### src/rtl/chess_clock_timer.sv
// Two-player chess clock: per-player whole-second countdown with pause, turn switch
// and timeout. Every output is a register or is decoded from registers only.
module chess_clock_timer #(
  parameter int CLK_HZ        = 50000000,
  parameter int START_SECONDS = 180
) (
  input  logic       clk,
  input  logic       reset,
  input  logic       start,
  input  logic       move_done,
  input  logic       pause,
  output logic [7:0] time_white,
  output logic [7:0] time_black,
  output logic [7:0] display_value,
  output logic       active_black,
  output logic       running,
  output logic       timeout
);

  localparam int              PW         = $clog2(CLK_HZ);
  localparam logic [PW-1:0]   PRESC_MAX  = PW'(CLK_HZ - 1);
  localparam logic [7:0]      START_TIME = 8'(START_SECONDS);

  typedef enum logic [1:0] {
    IDLE      = 2'd0,
    RUN_WHITE = 2'd1,
    RUN_BLACK = 2'd2,
    TIMEOUT   = 2'd3
  } state_e;

  state_e          state_q, state_d;
  logic [7:0]      time_white_q, time_white_d;
  logic [7:0]      time_black_q, time_black_d;
  logic [PW-1:0]   prescaler_q, prescaler_d;
  logic            active_black_q, active_black_d;
  logic            running_q, running_d;
  logic            counting;
  logic            tick;
  logic [7:0]      active_time;

  // NOTE: reset is sampled on the clock edge, so it lives inside the clocked
  // block rather than in the sensitivity list.
  always_ff @(posedge clk) begin
    if (reset) begin
      state_q        <= IDLE;
      time_white_q   <= START_TIME;
      time_black_q   <= START_TIME;
      prescaler_q    <= '0;
      active_black_q <= 1'b0;
      running_q      <= 1'b0;
    end else begin
      // NOTE: non-blocking assignments so every register samples the
      // pre-edge values computed by the next-state logic.
      state_q        <= state_d;
      time_white_q   <= time_white_d;
      time_black_q   <= time_black_d;
      prescaler_q    <= prescaler_d;
      active_black_q <= active_black_d;
      running_q      <= running_d;
    end
  end

  // NOTE: every signal written here gets a default first, so no path
  // through the case statement can infer a latch.
  always_comb begin
    state_d        = state_q;
    time_white_d   = time_white_q;
    time_black_d   = time_black_q;
    prescaler_d    = prescaler_q;
    active_black_d = active_black_q;
    counting       = 1'b0;
    tick           = 1'b0;
    active_time    = active_black_q ? time_black_q : time_white_q;

    unique case (state_q)
      IDLE, TIMEOUT: begin
        if (start) begin
          state_d        = RUN_WHITE;
          time_white_d   = START_TIME;
          time_black_d   = START_TIME;
          prescaler_d    = '0;
          active_black_d = 1'b0;
        end
      end
      RUN_WHITE, RUN_BLACK: begin
        counting = !pause;
        tick     = counting && (prescaler_q == PRESC_MAX);
        if (counting) prescaler_d = tick ? '0 : prescaler_q + 1'b1;

        // The tick is charged to the outgoing player before any turn switch.
        if (tick && active_time != 8'd0) begin
          if (active_black_q) time_black_d = time_black_q - 8'd1;
          else                time_white_d = time_white_q - 8'd1;
        end

        if (tick && active_time == 8'd1) begin
          state_d = TIMEOUT;
        end else if (move_done) begin
          state_d        = active_black_q ? RUN_WHITE : RUN_BLACK;
          active_black_d = !active_black_q;
          prescaler_d    = '0;
        end
      end
      default: ;
    endcase

    running_d = ((state_d == RUN_WHITE) || (state_d == RUN_BLACK)) && !pause;
  end

  always_comb begin
    time_white    = time_white_q;
    time_black    = time_black_q;
    active_black  = active_black_q;
    running       = running_q;
    timeout       = (state_q == TIMEOUT);
    display_value = active_black_q ? time_black_q : time_white_q;
  end

endmodule

### config.mk
export PLATFORM = sky130hd
export DESIGN_NAME = chess_clock_timer
export DESIGN_NICKNAME = d
export VERILOG_FILES = /design/src/rtl/chess_clock_timer.sv
export SDC_FILE = /design/constraint.sdc
export NUM_CORES = 1
export LEC_CHECK = 0
export BUFFER_PORTS_ARGS = -buffer_cell sky130_fd_sc_hd__buf_2
export CAP_MARGIN = 20
export CORE_ASPECT_RATIO = 0.8
export CORE_UTILIZATION = 45
export DETAILED_ROUTE_END_ITERATION = 16
export PLACE_DENSITY = 0.68
export SLEW_MARGIN = 10
export SYNTH_ARGS = -nofsm -noshare
export SYNTH_HDL_FRONTEND = slang
export SYNTH_SLANG_ARGS = --single-unit
### constraint.sdc
create_clock -name clk -period 2.9 [get_ports clk]
set_input_delay 0.725 -clock clk [delete_from_list [all_inputs] [get_ports clk]]
set_output_delay 0.725 -clock clk [all_outputs]
set_load 0.03 [all_outputs]
Yosys cells after proc, flatten, opt, wreduce, memory -nomap -nowiden
Cells that the tools add are included.
- add/sub/neg operators: 3
- equal/unequal tests: 13
- multiplexer cells: 23
- reduce and logical (&&, ||, !) cells: 14
- operators with widths (kind ; count):
    2-to-1 mux 26 bit ; 5
    case mux 26 bit (2 select lines) ; 1
    2-to-1 mux 8 bit ; 6
    case mux 8 bit (2 select lines) ; 2
    adder 26 x 1 -> 26 bit (second input constant) ; 1
    == test 26 bit (second input constant) ; 1
    subtractor 8 x 1 -> 8 bit (second input constant) ; 2
    inequality test 2 bit (second input constant) ; 6
    AND reduction 3 bit ; 3
    == test 8 x 1 -> 1 bit (second input constant) ; 1
    2-to-1 mux 2 bit ; 4
    nonzero test 8 bit ; 1
    == test 2 bit (second input constant) ; 3
    == test 2 x 1 -> 1 bit (second input constant) ; 2
    logical AND 1 bit ; 4
    case mux 2 bit (2 select lines) ; 1
    OR reduction 2 bit ; 2
    2-to-1 mux 1 bit ; 3
    zero test 1 bit ; 2
    zero test 2 bit ; 1
    case mux 1 bit (2 select lines) ; 1
    logical OR 1 bit ; 1
- bits in registers: 46
- input bits: 5
- word-level logic and storage cells: 59

Logic depth before layout (Yosys ltp)
Gate-level depths: netlist of the first run.
- depth after elaboration: 8
- depth in mapped cells: 7
- mapped depth without buffers: 6

Worst setup path before layout of the first run
No wires, ideal clock.
- kind: register -> register
- from: register time_white_q[6], in the netlist time_white[6]
- to: register active_black_q, in the netlist active_black
- library setup time: 0.120 ns
- arrival time: 2.205 ns
- data required time: 2.780 ns
- path slack: 0.575 ns
- stages on the path, launching flop included: 7
- clock period less this slack: 2.325 ns
- cells stage by stage: dfxtp_1 > or4_4 > or4_4 > buf_6 > a211oi_4 > nor4_1 > o31a_1
- cells in the longest elaborated chain, start to end: 5
- RTL lines (item ; line ; source):
    start: declaration ; 32 ; logic [7:0] time_white_q, time_white_d;
    start signal: assignment ; 55 ; time_white_q <= time_white_d;
    2-to-1 mux 8 bit ; 73 ; active_time = active_black_q ? time_black_q : time_white_q;
    == test 8 x 1 -> 1 bit ; 96 ; if (tick && active_time == 8'd1) begin
    logical AND 1 bit ; 96 ;
    inequality test 2 bit (no line) ; -- ;
    AND reduction 3 bit (no line) ; -- ;
    end signal: assignment ; 58 ; active_black_q <= active_black_d;
    end: declaration ; 35 ; logic active_black_q, active_black_d;
No other way between the ends.
A chain may end at the register's enable or synchronous reset.

Worst setup path in the final report of the first run
- from: input pause
- to: register time_black_q[5], in the netlist time_black[5]
- cells in the longest elaborated chain, start to end: 5
- RTL lines (item ; line ; source):
    start: declaration ; 11 ; input logic pause,
    zero test 1 bit ; 86 ; counting = !pause;
    logical AND 1 bit ; 87 ; tick = counting && (prescaler_q == PRESC_MAX);
    logical AND 1 bit ; 91 ; if (tick && active_time != 8'd0) begin
    inequality test 2 bit (no line) ; -- ;
    AND reduction 3 bit (no line) ; -- ;
    end signal: assignment ; 56 ; time_black_q <= time_black_d;
    end: declaration ; 33 ; logic [7:0] time_black_q, time_black_d;
No other way between the ends.

==> impl_metrics.yaml, run 1 <==
power_and_ir_drop:
  vdd_drop_max_mv: 0.330
  p_leak_nw: 1.02
  powerDensity_nw_per_um2: 457
timing:
  rsz0062_at_grt: "no"
  setup-violations-final: 0
  finalCritPeriodShare: 0.834
  tns_ns: 0
  clock_skew_ns: 0.00550
  hold_viol: 0
  fmax_ghz: 0.413
  maxSlewHeadroom: 0.608
  fin_crit_ns: 2.42
  worst_pin_slew_ns: 0.588
  holdWs_ns: 0.489
  drv_slew: 0
yosys:
  syn_inst: 337
  ys_seq_area_frac: 0.343
  ys.flop_type: "dfxtp_1"
  synth-seq-cells: 46
  synthDistinctLibCells: 50
  syn_avg_cell_area_um2: 7.98
  synth_edf_count: 0
  ys_warn_count: 0
  netlist_area_um2: 2690
  synth_nets: 346
  async_flop_share: 0
placement:
  gp_congestion: 0.923
  portBuffers: 31
  hpwl_mm: 5.25
critical_path:
  critPathLaunch: "pause"
  required_ns: 3.14
  worst_r2r_endpoint: "active_black"
  ff2ff_setup_slack_ns: 0.60
  worstReg2RegStart: "time_white[6]"
  critPathCaptureType: "flip-flop"
  worstSetupPathType: "input port to flip-flop"
  r2r_cells: 5
  crit_fanout: 8
  worstPathArrival_ns: 2.65
  start_kind: "input port"
hold_path:
  holdCritStartpoint: "prescaler_q[23]"
  hp-class: "flip-flop to flip-flop"
  whs_path_depth: 2
  hold_end: "prescaler_q[23]"
finish:
  area_delta_synth_final_pct: 13.3
  antennaDiodeCount: 0
  fill_cells: 534
  final_common_cell: "dfxtp_1"
  nNetsFinal: 378
  final_layout_size_suffix_gt1_frac: 0.165
  final_cell_mix: "46 x dfxtp_1, 33 x nor2_1, 31 x nand2_1, 31 x buf_2, 20 x nand4_1"
global_routing:
  grt.total_usage: 0.247
  grt_max_degree: 16
  antenna_found_initial: 0
  grt_pass1_wl_mm: 12.0
  grt-ovfl-total: 0
  grt_pass1_vias: 2386
route:
  final_antenna_net_count: 0
  drtIter0Drc: 312
  dr.pass1.iters: 5
  wl_mm: 6.94
  viasPerCell: 5.97
  drc: 0
  via_count: 2673
  wl_per_cell_um: 15.5
floorplan:
  coreArea_um2: 5620
  rows: 24
  dieArea_um2: 6290
  boundaryPins: 32
  die_h_um: 71.1
  dieWidth_um: 88.4
  initial_core_util: 0.479
clock_network:
  cts_setup_buffers: 0
  clk-insertion-delay-late_ns: 0.30
  cts-resized-gates: 0
  clk_pin_slew_ns: 0.09
  cts.htree.levels: 2
  root_buffer: "clkbuf_8"
  clock_path_buffers: 2
  cts_tree: "built"
  cts.hold.buffers_added: 0
  cts_inserted_buffers: 5
  cts.sinks: 46
run:
  maxCapViolations: 0
outcome:
  status: "complete, no violations"
==> flip-flops by register name, indices dropped and copies added (netlist names) <==
register,flops
state_q,2
time_black,8
running,1
time_white,8
active_black,1
prescaler_q,26
==> through the flow <==
step | util | instances | setup WS [ns] | total power [mW] | cell area, µm²
detailed placement | 0.523 | 440 | 0.171 | 0.938 | 2930
CTS | 0.542 | 448 | 0.493 | 1.40 | 3040
finish | 0.542 | 448 | 0.481 | 1.39 | 3040
global route | 0.542 | 448 | 0.253 | 1.46 | 3040
floorplan | - | 337 | 0.575 | 0.859 | 2690
global placement | 0.523 | 440 | 0.273 | 0.935 | 2930
==> Yosys cell counts (3+ instances only) <==
| cell type | count | area [µm²] |
|---|---|---|
| o21ai_0 | 11 | 55.1 |
| nand2_1 | 31 | 116 |
| and3_1 | 9 | 56.3 |
| nor4_1 | 11 | 68.8 |
| nand3b_1 | 4 | 30.0 |
| nor2_1 | 33 | 124 |
| o31ai_1 | 5 | 37.5 |
| ha_1 | 4 | 50.1 |
| xnor2_1 | 4 | 35.0 |
| inv_1 | 14 | 52.6 |
| clkbuf_1 | 10 | 37.5 |
| mux2_2 | 7 | 78.8 |
| nand4_1 | 20 | 125 |
| a21oi_1 | 14 | 70.1 |
| nand3_1 | 17 | 85.1 |
| o211ai_1 | 4 | 30.0 |
| xor2_1 | 9 | 78.8 |
| a31oi_1 | 6 | 37.5 |
| nand2b_1 | 6 | 37.5 |
| nor3_1 | 16 | 80.1 |
| dfxtp_1 | 46 | 921 |
| mux2i_1 | 6 | 60.1 |
| a22o_1 | 3 | 26.3 |
| or3_1 | 8 | 50.1 |
| or4_1 | 6 | 45.0 |
==> worst max path at each step <==
stage | end | slack [ns] | cells past startpoint
final | time_black[5] | 0.48 | 7
after global routing | time_white[6] | 0.25 | 6
after CTS | time_black[5] | 0.49 | 7
after detailed placement | time_black[5] | 0.17 | 7
after global placement | time_black[4] | 0.27 | 7
after floorplan | active_black | 0.58 | 6
==> where the power goes <==
| part | leakage (nW) | switching (mW) | internal, mW |
|---|---|---|---|
| registers | 0.372 | 0.0241 | 0.644 |
| logic | 0.594 | 0.174 | 0.0878 |
| clock network | 0.0575 | 0.219 | 0.241 |
==> logic make-up (layout without fill, tap and decap cells) <==
group / count (synthesis) / in the layout / synth area share
compound gates: 60 / 60 / 0.158
xor+xnor: 13 / 13 / 0.0424
fa+ha+maj: 4 / 4 / 0.0186
buf+inv: 28 / 61 / 0.0428
flops: 46 / 46 / 0.343
mux: 13 / 13 / 0.0517
simple gates: 173 / 173 / 0.344
==> area by class of cell <==
| class | instances | area (µm²) | area share |
|---|---|---|---|
| Multi-Input combinational cell | 263 | 1650 | 0.543 |
| Timing Repair Buffer | 38 | 208 | 0.0682 |
| Inverter | 15 | 56.3 | 0.0185 |
| Tap cell | 78 | 97.6 | 0.0321 |
| Clock buffer | 8 | 110 | 0.0362 |
| Sequential cell | 46 | 921 | 0.303 |
==> critical path, cell delays in order <==
cell and delay (ns):
buf_2 0.14, nand3b_1 0.31, nor4_1 0.57, nand4_1 0.22, buf_4 0.22, nor3_1 0.25
mux2i_1 0.22
==> metal layers <==
metal | up-vias | track usage | share of wire
met5 | - | 0 | 0
met4 | 0 | 0.0591 | 0.0097
met3 | 8 | 0.0572 | 0.073
met2 | 94 | 0.318 | 0.39
met1 | 1248 | 0.403 | 0.52
li1 | 1323 | - | -
Power figures use the tool's default switching activity.
==> run 2, diff against run 1 <==
- PLACE_DENSITY: 0.68 -> 0.71
- clock period: 2.9 -> 2 ns (I/O delays scaled with it)
==> impl_metrics.yaml, run 2 (synthesized netlist as in run 1, its figures left out) <==
outcome:
  status: "finished, violations left"
  violations: "setup timing"
global_routing:
  grt_max_degree: 15
  antenna_found_initial: 0
  grt_pass1_wl_mm: 13.7
  grt_pass1_vias: 2737
  grt.total_usage: 0.285
  grt-ovfl-total: 0
critical_path:
  critPathLaunch: "time_white[4]"
  start_kind: "flip-flop"
  worstPathArrival_ns: 2.29
  worstSetupPathType: "flip-flop to flip-flop"
  critPathCaptureType: "flip-flop"
  crit_fanout: 8
  worst_r2r_endpoint: "time_black[4]"
  worstReg2RegStart: "time_white[4]"
  r2r_cells: 6
  ff2ff_setup_slack_ns: -0.09
  required_ns: 2.20
  setup.worst_path.end: "time_black[4]"
clock_network:
  root_buffer: "clkbuf_8"
  cts.htree.levels: 2
  clk-insertion-delay-late_ns: 0.31
  cts_inserted_buffers: 5
  clock_path_buffers: 2
  cts_tree: "built"
  cts.sinks: 46
  clk_pin_slew_ns: 0.09
  cts.hold.buffers_added: 0
placement:
  gp_congestion: 0.970
  dpl_cell_area_um2: 3480
  portBuffers: 31
  hpwl_mm: 6.38
finish:
  stdcell_area_um2: 3810
  antennaDiodeCount: 0
  regMostFlops: "prescaler_q"
  final_common_cell: "buf_4"
  final_layout_size_suffix_gt1_frac: 0.375
  nNetsFinal: 459
  ff_latch_area_um2: 941
  multi_input_area_um2: 1770
  fill_cells: 456
  area_delta_synth_final_pct: 41.9
  largest_reg_flops: 26
  final_cell_mix: "82 x buf_4, 36 x dfxtp_1, 32 x nor2_1"
floorplan:
  boundaryPins: 32
  dieWidth_um: 88.4
  initial_core_util: 0.479
  dieArea_um2: 6290
  coreArea_um2: 5620
  rows: 24
  die_h_um: 71.1
route:
  via_count: 3191
  dr.pass1.iters: 6
  drtIter0Drc: 361
  viasPerCell: 6.03
  drc: 0
  final_antenna_net_count: 0
  wl_mm: 8.86
  wl_per_cell_um: 16.7
timing:
  fin_crit_ns: 2.09
  setup_ws_ns: -0.0879
  setup-violations-final: 16
  worst_pin_slew_ns: 0.493
  holdWs_ns: 0.483
  maxSlewHeadroom: 0.669
  fmax_ghz: 0.479
  hold_viol: 0
  clock_skew_ns: 0.0108
  finalCritPeriodShare: 1.04
  rsz0062_at_grt: "yes"
  drv_slew: 0
hold_path:
  hp-class: "flip-flop to flip-flop"
run:
  maxCapViolations: 0
power_and_ir_drop:
  powerDensity_nw_per_um2: 562
  vdd_drop_max_mv: 0.411
  p_leak_nw: 1.48
run 2: cell count changes in the layout (fill, tap and decap cells not counted), sizes merged:
cell,before,now
buf,38,119
run 2: cell type report:
class	instances	share of cell area
sequential	46	0.247
timing repair buffer	119	0.220
multi-input combinational	263	0.464
tap	78	0.0256
inverter	15	0.0151
clock buffer	8	0.0289
run 2: layer usage:
layer / vias up / global-route usage / wire (µm)
li1: 1480 / - / -
met5: - / 0 / 0
met2: 172 / 0.382 / 3610
met3: 28 / 0.0863 / 869
met1: 1511 / 0.428 / 4160
met4: 0 / 0.0914 / 223
run 2: critical path, cell delays in order (launching register included):
cell and delay (ns):
dfxtp_4 0.35, or4_4 0.53, or4_4 0.47, buf_6 0.16, a21oi_4 0.24, nor3_1 0.11, mux2i_1 0.12
run 2: repair_timing:
item,4_1_cts,5_1_grt
hold endpoints to repair,0,0
endpoints found under the setup margin,42,40
gates resized for setup,14,19
gates cloned,0,0
setup buffers,8,8
pin swaps,15,15
run 2: worst min-delay path by stage:
stage / startpoint / end / cells after the start
final: prescaler_q[23] / prescaler_q[23] / 2
after global routing: prescaler_q[23] / prescaler_q[23] / 2
after CTS: prescaler_q[23] / prescaler_q[23] / 2
after detailed placement: time_black[7] / time_black[7] / 2
after global placement: prescaler_q[23] / prescaler_q[23] / 2
after floorplan: prescaler_q[23] / prescaler_q[23] / 2
run 2: per-stage QoR:
stage	worst slack [ns]	power, mW	std cells	setup TNS (ns)	util
after detailed placement	-0.293	1.45	507	-6.71	0.620
after global placement	-0.201	1.44	507	-4.66	0.620
after global routing	-0.145	2.23	529	-2.12	0.679
after floorplan	-0.217	1.25	337	-0.528	-
after CTS	-0.0781	2.13	523	-0.756	0.660
final	-0.0879	2.14	529	-0.877	0.679
run 2: power by group:
part           internal, mW  switching, mW  total, mW
registers             0.931         0.0156      0.947
clock network         0.350          0.325      0.674
logic                 0.210          0.311      0.521
==> run 3, diff against run 2 <==
- ABC_AREA: unset -> 1
- PLACE_DENSITY: 0.71 -> 0.7
==> impl_metrics.yaml, run 3 <==
power_and_ir_drop:
  p_leak_nw: 1.49
  powerDensity_nw_per_um2: 1110
  pwr-share-clk: 0.222
  p_int_mw: 2.08
  seq_power_share: 0.319
  vdd_drop_max_mv: 0.557
  sw_frac_of_total: 0.442
  power_mw: 3.73
  combPwrFrac: 0.458
  p_sw_mw: 1.65
timing:
  setup_ws_ns: 0.170
  setup-violations-final: 0
  hold_viol: 0
  tns_ns: 0
  maxSlewHeadroom: 0.730
  worst_pin_slew_ns: 0.404
  fmax_ghz: 0.546
  drv_slew: 0
  clock_skew_ns: 0.0134
  finalCritPeriodShare: 0.915
  fin_crit_ns: 1.83
  holdWs_ns: 0.478
  rsz0062_at_grt: "no"
yosys:
  synth-xor-area-share: 0.0358
  synth.area.mux_share: 0
  syn_avg_cell_area_um2: 6.14
  ys_warn_count: 0
  ys.flop_type: "dfxtp_1"
  synth_nets: 487
  yosysMostFrequentCell: "nand2_1"
  synth_top_family_by_area: "simple AND/OR/NAND/NOR gates"
  synthSimpleGateAreaFrac: 0.459
  async_flop_share: 0
  synthTopCellsByArea: "dfxtp_1 31%, nand2_1 19%, nor2_1 9.0%, nand3_1 7.3%, inv_1 6.5%"
  synth_edf_count: 0
  yosysTopAreaCell: "dfxtp_1"
  ys_seq_area_frac: 0.314
  synthDistinctLibCells: 30
  synth_common_cells: "147 x nand2_1, 70 x nor2_1, 51 x inv_1, 46 x dfxtp_1, 43 x nand3_1"
  synth-seq-cells: 46
  netlist.area_leader.share: 0.314
  synth_compound_area_frac: 0.0870
  syn_inst: 478
  synth_fa_ha_area_frac: 0.0171
  netlist_area_um2: 2930
finish:
  largest_reg_flops: 26
  ff_latch_area_um2: 922
  regMostFlops: "prescaler_q"
  nNetsFinal: 525
  antennaDiodeCount: 0
  final_cell_count_no_fill: 598
  area_delta_synth_final_pct: 14.6
  final_cell_mix: "147 x nand2_1, 69 x nor2_1, 50 x inv_1"
  fill_cells: 615
  final_common_cell: "nand2_1"
  final_layout_size_suffix_gt1_frac: 0.151
  stdcell_area_um2: 3360
  utilization: 0.551
  multi_input_area_um2: 1760
global_routing:
  grt-ovfl-total: 0
  antenna_found_initial: 0
  grt_max_degree: 16
  grt_pass1_vias: 2507
  grt_pass1_wl_mm: 12.1
  grt.total_usage: 0.223
run:
  maxCapViolations: 0
route:
  dr.pass1.iters: 6
  viasPerCell: 5.08
  drc: 0
  wl_mm: 7.44
  via_count: 3037
  wl_per_cell_um: 12.4
  drtIter0Drc: 203
  final_antenna_net_count: 0
outcome:
  status: "complete, no violations"
placement:
  hpwl_mm: 5.68
  portBuffers: 31
  post-place-ws_ns: 0.0851
  gp_congestion: 0.896
  dpl_cell_area_um2: 3210
  placedCellCount: 590
critical_path:
  required_ns: 2.22
  critPathCaptureType: "flip-flop"
  worstPathArrival_ns: 2.05
  worstSetupPathType: "flip-flop to flip-flop"
  crit_slowest_cell: "ha_2"
  worstPathCellList: "ha_2 -> inv_1 -> buf_4 -> nor2_1 -> buf_4 -> nand3_2 -> nand2_2 -> nand2_1 -> a21oi_1"
  max_stage_delay_ns: 0.40
  start_kind: "flip-flop"
  ff2ff_setup_slack_ns: 0.17
  crit_top_cell: "buf_4"
  cp_num_buf_inv: 3
  crit_family: "simple AND/OR/NAND/NOR gates"
  crit_fanout: 9
floorplan:
  die_h_um: 74.2
  dieWidth_um: 92.3
  boundaryPins: 32
  dieArea_um2: 6850
  initial_core_util: 0.481
  coreArea_um2: 6100
  rows: 25
clock_network:
  cts.htree.levels: 2
  clk-insertion-delay-late_ns: 0.30
  cts.hold.buffers_added: 0
  cts_tree: "built"
  cts_inserted_buffers: 5
  clock_path_buffers: 2
  clk_pin_slew_ns: 0.09
  cts.sinks: 46
  root_buffer: "clkbuf_8"
hold_path:
  hp-class: "flip-flop to flip-flop"
run 3: cell types whose count changed in the layout (fill, tap and decap cells not counted), moves of 7 or more:
cell     delta
nand2_1   +116
buf_4      -72
nor2_1     +37
inv_1      +36
nand3_1    +27
a21oi_1    +17
nand4_1    -16
dfxtp_1     +9
and3_1      -8
or3_1       -8
mux2_2      -7
o21ai_0     +7
run 3: repair_timing:
item | in CTS | in global routing
setup endpoints to repair | 0 | 18
buffers inserted | 0 | 0
resized for setup | 0 | 6
run 3: path summary, 6_finish.rpt:
path	startpoint	end	cells past startpoint
worst max-delay path	state_q[0]	time_white[3]	9
worst min-delay path	time_black[7]	time_black[7]	2
worst max register to register	state_q[0]	time_white[3]	9
worst min register to register	time_black[7]	time_black[7]	2
run 3: power groups by stage:
stage	sequential, mW	combinational, mW	clock, mW
finish	1.19	1.71	0.829
global route	1.21	1.90	0.886
CTS	1.18	1.69	0.843
detailed placement	1.20	1.68	0
global placement	1.20	1.68	0
floorplan	1.32	1.09	0
run 3: cells by family after synthesis:
| family | after synthesis |
|---|---|
| buf+inv | 64 |
| compound gates | 49 |
| simple gates | 303 |
| flops | 46 |
| fa+ha+maj | 4 |
| xor+xnor | 12 |
run 3: area by class of cell:
| type | instances | share of cell area |
|---|---|---|
| sequential | 46 | 0.274 |
| inverter | 54 | 0.0614 |
| multi-input combinational | 368 | 0.525 |
| tap | 81 | 0.0301 |
| timing repair buffer | 41 | 0.0685 |
| clock inverter | 3 | 0.0205 |
| clock buffer | 5 | 0.0205 |
run 3: routing by layer:
metal / routed length, µm / global-route usage
met1: 3860 / 0.352
met2: 3120 / 0.318
met3: 439 / 0.0327
met4: 22 / 0.0399
met5: 0 / 0
run 3: tightest hold or removal path, stage by stage (launching register included):
cell	delay (ns)
dfxtp_1	0.34
nand2_1	0.07
nand2_1	0.04
